## src/rtl/line_feeder_pkg.sv

```systemverilog
// Shared types for the line feeder: FSM state and counter sizing.
package line_feeder_pkg;

  typedef enum logic [1:0] {
    IDLE,
    PREFILL,
    STREAM,
    DRAIN
  } state_t;

  localparam int unsigned DEF_DEPTH = 8;
  localparam int unsigned DEF_CNTW  = $clog2(DEF_DEPTH) + 1;

  function automatic int unsigned cnt_w(int unsigned depth);
    return $clog2(depth) + 1;
  endfunction

endpackage

```

## src/rtl/line_feeder_fifo.sv

```systemverilog
// Small prefetch FIFO with synchronous flush and occupancy count.
module sync_fifo_small
  import line_feeder_pkg::*;
#(
  parameter int DATAW = 4,
  parameter int DEPTH = 8
) (
  input  logic                      clk_i,
  input  logic                      rst_ni,
  input  logic                      flush_i,
  input  logic                      push_i,
  input  logic [DATAW-1:0]          wdata_i,
  input  logic                      pop_i,
  output logic [DATAW-1:0]          rdata_o,
  output logic [cnt_w(DEPTH)-1:0]   count_o
);

  localparam int AW = $clog2(DEPTH);
  localparam int CW = cnt_w(DEPTH);

  logic [DATAW-1:0] mem_q [DEPTH];
  logic [AW-1:0]    wr_q;
  logic [AW-1:0]    rd_q;
  logic [CW-1:0]    cnt_q;
  logic             do_push;
  logic             do_pop;

  assign do_pop  = pop_i && (cnt_q != '0);
  assign do_push = push_i && ((cnt_q != CW'(DEPTH)) || do_pop);
  assign rdata_o = mem_q[rd_q];
  assign count_o = cnt_q;

  always_ff @(posedge clk_i) begin
    if (!rst_ni || flush_i) begin
      wr_q  <= '0;
      rd_q  <= '0;
      cnt_q <= '0;
    end else begin
      if (do_push) wr_q <= wr_q + 1'b1;
      if (do_pop)  rd_q <= rd_q + 1'b1;
      cnt_q <= cnt_q + CW'(do_push) - CW'(do_pop);
    end
  end

  always_ff @(posedge clk_i) begin
    if (do_push) mem_q[wr_q] <= wdata_i;
  end

endmodule

```

## src/rtl/line_feeder.sv

```systemverilog
// Fetches one source row per line start and streams it as a gap-free burst.
module line_feeder
  import line_feeder_pkg::*;
#(
  parameter int DATAW      = 4,
  parameter int LEN        = 640,
  parameter int LINES      = 480,
  parameter int SCALEW     = 6,
  parameter int ADDRW      = 19,
  parameter int FIFO_DEPTH = 8
) (
  input  logic              clk_sys,
  input  logic              rst_n,
  input  logic              frame_sys,
  input  logic              line_sys,
  input  logic [SCALEW-1:0] scale_v,
  output logic              mem_req_valid,
  input  logic              mem_req_ready,
  output logic [ADDRW-1:0]  mem_req_addr,
  input  logic              mem_rsp_valid,
  input  logic [DATAW-1:0]  mem_rsp_data,
  output logic              en_in,
  output logic [DATAW-1:0]  data_out,
  output logic              busy,
  output logic              underrun
);

  localparam int CW   = cnt_w(FIFO_DEPTH);
  localparam int COLW = $clog2(LEN + 1);
  localparam logic [ADDRW-1:0] LAST_BASE = ADDRW'((LINES - 1) * LEN);
  localparam logic [ADDRW-1:0] LEN_A     = ADDRW'(LEN);
  localparam logic [COLW-1:0]  LEN_C     = COLW'(LEN);
  localparam logic [CW:0]      CDEPTH    = (CW + 1)'(FIFO_DEPTH);

  state_t            state_q;
  logic [ADDRW-1:0]  row_base_q;
  logic [ADDRW-1:0]  base_q;
  logic [SCALEW-1:0] vcnt_q;
  logic [COLW-1:0]   col_q;
  logic [COLW-1:0]   slot_q;
  logic [CW-1:0]     out_q;
  logic              pend_q;
  logic              en_q;
  logic              und_q;
  logic [DATAW-1:0]  dout_q;

  logic [CW-1:0]     out_d;
  logic [CW-1:0]     fcount;
  logic [CW:0]       inflight;
  logic [DATAW-1:0]  fdata;
  logic              fetching;
  logic              req_hs;
  logic              abort;
  logic              stream_end;
  logic              flush;
  logic              push;
  logic              pop;
  logic [ADDRW-1:0]  rb_cur;
  logic [ADDRW-1:0]  rb_d;
  logic [SCALEW-1:0] vc_cur;
  logic [SCALEW-1:0] vc_d;
  logic [SCALEW-1:0] smax;

  // Credit: never request more than the FIFO can still absorb.
  assign fetching      = (state_q == PREFILL) || (state_q == STREAM);
  assign inflight      = {1'b0, out_q} + {1'b0, fcount};
  assign mem_req_valid = fetching && (col_q < LEN_C) && (inflight < CDEPTH);
  assign mem_req_addr  = base_q + ADDRW'(col_q);
  assign req_hs        = mem_req_valid && mem_req_ready;

  assign abort      = (line_sys || frame_sys) && (state_q != IDLE);
  assign stream_end = (state_q == STREAM) && (slot_q == LEN_C);
  assign flush      = abort || stream_end;
  assign push       = mem_rsp_valid && (state_q != DRAIN) && !flush;
  assign pop        = (state_q == STREAM) && (slot_q != LEN_C) && !abort;
  assign out_d      = out_q + CW'(req_hs) - CW'(mem_rsp_valid);

  always_comb begin
    rb_cur = frame_sys ? '0 : row_base_q;
    vc_cur = frame_sys ? '0 : vcnt_q;
    smax   = (scale_v == '0) ? SCALEW'(1) : scale_v;
    rb_d   = rb_cur;
    vc_d   = vc_cur + 1'b1;
    if (vc_cur >= smax - 1'b1) begin
      vc_d = '0;
      if (rb_cur != LAST_BASE) rb_d = rb_cur + LEN_A;
    end
  end

  sync_fifo_small #(
    .DATAW (DATAW),
    .DEPTH (FIFO_DEPTH)
  ) u_fifo (
    .clk_i   (clk_sys),
    .rst_ni  (rst_n),
    .flush_i (flush),
    .push_i  (push),
    .wdata_i (mem_rsp_data),
    .pop_i   (pop),
    .rdata_o (fdata),
    .count_o (fcount)
  );

  always_ff @(posedge clk_sys) begin
    if (!rst_n) begin
      state_q    <= IDLE;
      row_base_q <= '0;
      base_q     <= '0;
      vcnt_q     <= '0;
      col_q      <= '0;
      slot_q     <= '0;
      out_q      <= '0;
      pend_q     <= 1'b0;
      en_q       <= 1'b0;
      und_q      <= 1'b0;
      dout_q     <= '0;
    end else begin
      out_q <= out_d;
      en_q  <= 1'b0;
      if (frame_sys) begin
        row_base_q <= '0;
        vcnt_q     <= '0;
        und_q      <= 1'b0;
      end
      if (line_sys) begin
        base_q     <= rb_cur;
        col_q      <= '0;
        row_base_q <= rb_d;
        vcnt_q     <= vc_d;
      end else if (req_hs) begin
        col_q <= col_q + 1'b1;
      end
      if (pop) begin
        dout_q <= (fcount == '0) ? '0 : fdata;
        slot_q <= slot_q + 1'b1;
        if (fcount == '0) und_q <= 1'b1;
      end
      if (flush) dout_q <= '0;
      if (abort) begin
        pend_q <= line_sys;
        if (out_d != '0)   state_q <= DRAIN;
        else if (line_sys) state_q <= PREFILL;
        else               state_q <= IDLE;
      end else begin
        case (state_q)
          IDLE: if (line_sys) state_q <= PREFILL;
          PREFILL: begin
            if ((fcount == CW'(FIFO_DEPTH)) ||
                ((col_q == LEN_C) && (out_q == '0))) begin
              state_q <= STREAM;
              en_q    <= 1'b1;
              slot_q  <= '0;
            end
          end
          STREAM: begin
            if (stream_end) begin
              pend_q  <= 1'b0;
              state_q <= (out_d != '0) ? DRAIN : IDLE;
            end
          end
          DRAIN: begin
            if (out_d == '0) state_q <= pend_q ? PREFILL : IDLE;
          end
          default: state_q <= IDLE;
        endcase
      end
    end
  end

  assign en_in    = en_q;
  assign data_out = dout_q;
  assign busy     = (state_q != IDLE);
  assign underrun = und_q;

endmodule

```

## config.mk

```make
export PLATFORM = sky130hd
export DESIGN_NAME = line_feeder
export DESIGN_NICKNAME = d
export VERILOG_FILES = /design/src/rtl/line_feeder_pkg.sv /design/src/rtl/line_feeder_fifo.sv /design/src/rtl/line_feeder.sv
export SDC_FILE = /design/constraint.sdc
export NUM_CORES = 1
export LEC_CHECK = 0
export ABC_CLOCK_PERIOD_IN_PS = 7910
export CAP_MARGIN = 20
export CORE_MARGIN = 2
export CORE_UTILIZATION = 45
export CTS_CLUSTER_SIZE = 24
export DETAILED_ROUTE_END_ITERATION = 6
export PLACE_DENSITY = 0.76
export SYNTH_ARGS = -nofsm -noshare
export SYNTH_HDL_FRONTEND = slang
export SYNTH_SLANG_ARGS = --single-unit
```

## constraint.sdc

```tcl
create_clock -name clk_sys -period 7.91 [get_ports clk_sys]
set_input_delay 1.1865 -clock clk_sys [delete_from_list [all_inputs] [get_ports clk_sys]]
set_output_delay 1.1865 -clock clk_sys [all_outputs]
set_load 0.01 [all_outputs]
```

==> results.yml, run 1 <==
floorplan:
  die_h_um: 122
  core_area_um2: 13800
  die-area_um2: 15000
  die_x_um: 122
  start_util_pct: 45.8
  num_rows: 43
  ios: 43
setup_path:
  cp_slowest_cell: "clkdlybuf4s50_1"
  cp.arrival_ns: 3.55
  end_kind: "output pin"
  max_stage_delay_ns: 0.55
  critPathTopFamily: "compound AO/OA/AOI/OAI gates"
  startpoint_type: "flop"
  critPathBufInv: 2
  critPathKind: "flop to output pin"
  path_cells: "ha_1 -> inv_1 -> fa_1 -> nor2b_1 -> o31a_1 -> a41oi_1 -> o21ai_0 -> nand4_1 -> xnor2_1 -> clkdlybuf4s50_1"
  crit_required_ns: 6.72
  cp_max_fo: 6
global_route:
  grt_usage_pct: 18.4
  grt_max_degree: 42
  grt_pass1_wl_mm: 21.5
  globalRoute.totalOverflow: 0
  antenna_found_initial: 0
  first_global_vias: 4542
logic_synthesis:
  synth_commonest_cells: "dfxtp_1, nand2_1, nor2_1, ha_1, nor2b_1"
  ys_seq_area_share_pct: 43.8
  netlist_area_um2: 6310
  synth-edff-count: 32
  yosys.cell_count.top_type: "dfxtp_1"
  syn-num-nets: 690
  synth_ff_type: "dfxtp_1"
  yosysWarnings: 0
  synthDistinctLibCells: 64
  synth-seq-cells: 122
  synth.area.top_cells: "dfxtp_1, edfxtp_1, ha_1"
  avgSynthCellArea_um2: 10.0
  yosys.area.top_type: "dfxtp_1"
  syn_inst: 628
  synth_top_area_share_pct: 28.6
  synthArstFlopShare_pct: 0
flow_run:
  maxCapViolCount: 0
layout:
  drive_above_1_share_pct: 8.44
  diodes: 0
  nets: 736
  area_growth_pct: 19.7
cts:
  numCtsBuffers: 17
  cts_max_level: 4
  cts_sinks: 122
  cts_hold_buf: 0
  clock_latency_ns: 0.42
  cts_buffer_depth: 2
  clk_pin_slew_worst_paths_ns: 0.05
  cts_setup_buffers: 0
  cts_root_buf: "clkbuf_16"
  cts_tree: "built"
  cts_resized: 0
pwr:
  power.leakage_nw: 2.87
  vdd_ir_drop_max_uv: 127
  finalPower_mw: 1.95
  powerDensity_nw_per_um2: 258
timing:
  hold_viol: 0
  worst_slew_pin_slew_ns: 0.865
  max_freq_ghz: 0.211
  rsz0062_at_grt: "false"
  period_share_pct: 59.9
  finalSetupViolCount: 0
  slew_viol_final: 0
  slew_headroom_pct: 41.8
  period_needed_ns: 4.74
  fin_skew_ns: 0.0102
  fin_tns_setup_ns: 0
min_path:
  hp-class: "flop to flop"
detailed_routing:
  wirelength_mm: 12.9
  drc_errors: 0
  dr.first_iter.drc_count: 306
  routed_via_density: 5.42
  via_count: 4696
  avgRoutedWirePerCell_um: 14.9
  firstDrtPassIters: 5
  antenna_left: 0
status:
  outcome: "completed"
placement:
  hpwlAfterDp_mm: 9.29
  numPortBuffers: 42
  place_congestion: 0.787
-- cells in the final DEF (no fill, tap or decap), drive strengths merged, types with 27 or more instances in the layout --
cell	count
dfxtp	90
nand2	48
nor2	45
ha	43
nor2b	42
clkdlybuf4s50	42
a21oi	35
inv	33
edfxtp	32
xnor2	27
-- per-stage QoR --
stage / instances / instance area [µm²] / setup WS [ns] / util (%) / hold slack (ns)
finish: 867 / 7550 / 3.17 / 54.8 / 0.464
global route: 867 / 7550 / 2.83 / 54.8 / 0.506
CTS: 867 / 7550 / 3.19 / 54.8 / 0.469
detailed placement: 835 / 6910 / 3.22 / 50.1 / 0.459
global placement: 835 / 6910 / 3.56 / 50.1 / 0.453
floorplan: 628 / 6310 / 3.99 / - / 0.429
-- final timing paths --
| kind | cells after the start | end | slack [ns] | startpoint |
|---|---|---|---|---|
| min reg2reg | 2 | row_base_q[0]$_SDFF_PN0_ | 0.46 | row_base_q[0]$_SDFF_PN0_ |
| min | 2 | row_base_q[0]$_SDFF_PN0_ | 0.46 | row_base_q[0]$_SDFF_PN0_ |
| max reg2reg | 17 | state_q[1]$_SDFFE_PN0P_ | 3.59 | state_q[0]$_SDFFE_PN0P_ |
| max | 10 | mem_req_addr[14] | 3.17 | col_q[0]$_SDFFE_PP0P_ |
-- kinds of logic (layout without fill, tap and decap cells) --
kind of cell               Yosys count  count (layout)  synth area share (%)
xor gates and xnor gates            45              45                  6.25
buffers and inverters               51             110                  3.08
DFF                                122             122                  43.8
and+or+nand+nor                    231             231                  20.3
muxes                               26              26                  5.79
adders and majority gates           46              46                  9.48
AOI/OAI and AO/OA                  107             107                  11.3
-- registers in the layout (all words and copies together) (netlist names), 4 cells and up, named ones only --
signal and flops:
vcnt_q 6, out_q 4, base_q 19, row_base_q 19, u_fifo.mem_q 32, data_out 4, u_fifo.count_o 4, col_q 10
slot_q 10
-- cell type report --
type                       instances  area, µm²
clock inverter                     9        133
clock buffer                      23        510
tap                              180        225
fill                            1173       6220
multi-input combinational        455       3350
sequential                       122       2760
timing repair buffer              45        443
inverter                          33        126
-- report_power, final --
part | internal [mW] | switching [mW] | total, mW | leakage, nW
clock | 0.550 | 0.276 | 0.826 | 0.310
sequential | 0.682 | 0.0396 | 0.721 | 1.02
combinational | 0.184 | 0.215 | 0.399 | 1.54
-- tightest hold or removal path: cells and delay by family, from the launching register on --
kind          cells  cell delay (ns)
buf+inv           1             0.04
flops             1             0.30
simple gates      1             0.07
-- per-layer routing --
metal  up-vias  share of wire, %  track usage (%)
met4         0               1.9             7.97
met3        27               4.7             4.69
met2       114                50             30.6
met1      2222                44             22.4
li1       2333                 -                -
met5         -                 0                0
Note: power is estimated with default switching activity, not from simulation.
==> run 2: changes to the inputs <==
- ABC_CLOCK_PERIOD_IN_PS: 7910 -> 4850
- clock period: 7.91 -> 4.85 ns (I/O delays scaled with it)
==> results.yml, run 2 (synthesized netlist as in run 1, its figures left out) <==
pwr:
  p_seq_share_pct: 39.1
  p_int_mw: 2.16
  powerDensity_nw_per_um2: 403
  finalPower_mw: 3.01
  switching_power_uw: 852
  p_comb_share_pct: 21.6
  vdd_ir_drop_max_uv: 314
  clkPwrFrac_pct: 39.3
  swShare_pct: 28.3
  power.leakage_nw: 2.84
layout:
  nets: 737
  area_growth_pct: 18.5
  drive_above_1_share_pct: 8.58
  final_common_cell: "dfxtp_1"
  top_register: "u_fifo.mem_q"
  reg_top3: "u_fifo.mem_q: 32 flops, base_q: 19 flops, row_base_q: 19 flops"
  largest_reg_flops: 32
  most-common-layout-cells: "dfxtp_1, nand2_1, nor2_1"
  diodes: 0
setup_path:
  r2r_setup_slack_ns: 0.54
  crit_required_ns: 5.15
  cp_slowest_cell: "a311oi_1"
  max_stage_delay_ns: 0.52
  reg2reg_depth: 17
  critPathKind: "flop to flop"
  cp_max_fo: 7
  startpoint_type: "flop"
  path_cells: "inv_1 -> ha_1 -> or4b_1 -> a211oi_2 -> and2_4 -> inv_4 -> ha_1 -> inv_1 -> ha_1 -> inv_1 -> fa_1 -> xnor2_1 -> nor4bb_1 -> mux2i_1 -> a311oi_1 -> nand2_1 -> o211a_1"
  critPathTopFamily: "simple AND/OR/NAND/NOR gates"
  rr_endpoint: "state_q[1]$_SDFFE_PN0P_"
  end_kind: "flop"
  critPathBufInv: 4
  r2r_start: "state_q[0]$_SDFFE_PN0P_"
  cp.arrival_ns: 4.61
cts:
  clk_pin_slew_worst_paths_ns: 0.05
  cts_sinks: 122
  numCtsBuffers: 17
  cts_root_buf: "clkbuf_16"
  cts_buffer_depth: 2
  cts_max_level: 4
  clock_latency_ns: 0.42
  cts_tree: "built"
  cts_hold_buf: 0
  cts_resized: 0
  cts_setup_buffers: 0
floorplan:
  start_util_pct: 45.8
  ios: 43
  die_x_um: 122
  core_area_um2: 13800
  die-area_um2: 15000
  die_h_um: 122
  num_rows: 43
detailed_routing:
  drc_errors: 0
  dr.first_iter.drc_count: 282
  via_count: 4680
  routed_via_density: 5.39
  firstDrtPassIters: 5
  wirelength_mm: 12.9
  antenna_left: 0
  avgRoutedWirePerCell_um: 14.9
min_path:
  holdPathStages: 2
  hp-class: "flop to flop"
  worstHoldEndpoint: "row_base_q[5]$_SDFF_PN0_"
  worstHoldStart: "row_base_q[5]$_SDFF_PN0_"
timing:
  period_share_pct: 88.9
  hold_viol: 0
  slew_viol_final: 0
  fin_skew_ns: 0.00910
  worst_slew_pin_slew_ns: 0.858
  max_freq_ghz: 0.232
  rsz0062_at_grt: "false"
  period_needed_ns: 4.31
  fin_tns_setup_ns: 0
  slew_headroom_pct: 42.3
  finalSetupViolCount: 0
flow_run:
  maxCapViolCount: 0
placement:
  hpwlAfterDp_mm: 9.52
  place_congestion: 0.840
  numPortBuffers: 42
global_route:
  grt_pass1_wl_mm: 21.5
  grt_max_degree: 41
  first_global_vias: 4621
  globalRoute.totalOverflow: 0
  antenna_found_initial: 0
  grt_usage_pct: 18.5
status:
  outcome: "completed"
## run 2: layout make-up
class	count	area, µm²
multi-input cells	455	3350
well taps	180	225
flip-flops and latches	122	2760
fillers	1206	6300
clock buffers	18	429
inverters	33	126
repair buffers	46	450
clock inverters	14	131
## run 2: through the flow
stage	instance area, µm²	setup WS, ns	hold WS [ns]	utilization (%)	instances
after floorplan	6310	0.935	0.429	-	628
after global placement	6910	0.871	0.450	50.2	836
after detailed placement	6910	0.588	0.453	50.2	836
after CTS	7470	0.537	0.461	54.3	868
after global routing	7470	0.228	0.485	54.3	868
final	7470	0.541	0.458	54.3	868
## run 2: worst reg2reg max path, delay by kind of cell, from the launching register on
family,cells,cell delay [ns]
multiplexers,1,0.21
AND/OR/NAND/NOR,4,1.10
flip-flops,1,0.46
XOR/XNOR,1,0.16
adder cells (fa/ha/maj),4,1.08
buffers and inverters,4,0.27
AO/OA/AOI/OAI,3,0.92
## run 2: per-layer routing
| layer | track usage (%) | part of all wire (%) | vias to the layer above |
|---|---|---|---|
| li1 | - | - | 2338 |
| met1 | 21.5 | 44 | 2227 |
| met2 | 32.1 | 50 | 97 |
| met3 | 5.48 | 3.8 | 18 |
| met4 | 7.18 | 1.7 | 0 |
| met5 | 0 | 0 | - |
## run 2: worst max-delay path by stage
stage / cells past startpoint / slack [ns] / endpoint / startpoint
floorplan: 17 / 0.93 / state_q[1]$_SDFFE_PN0P_ / state_q[0]$_SDFFE_PN0P_
global placement: 17 / 0.87 / state_q[1]$_SDFFE_PN0P_ / state_q[0]$_SDFFE_PN0P_
detailed placement: 17 / 0.59 / state_q[1]$_SDFFE_PN0P_ / state_q[0]$_SDFFE_PN0P_
CTS: 10 / 0.54 / mem_req_addr[14] / col_q[0]$_SDFFE_PP0P_
global route: 17 / 0.23 / state_q[1]$_SDFFE_PN0P_ / state_q[0]$_SDFFE_PN0P_
finish: 17 / 0.54 / state_q[1]$_SDFFE_PN0P_ / state_q[0]$_SDFFE_PN0P_
## run 2: power by group through the flow
stage	Clock [mW]	Sequential (mW)	Combinational [mW]
2_1_floorplan	0	1.17	0.489
3_3_place_gp	0	1.20	0.623
3_5_place_dp	0	1.20	0.646
4_1_cts	1.20	1.18	0.652
5_1_grt	1.25	1.19	0.731
6_report	1.18	1.18	0.651
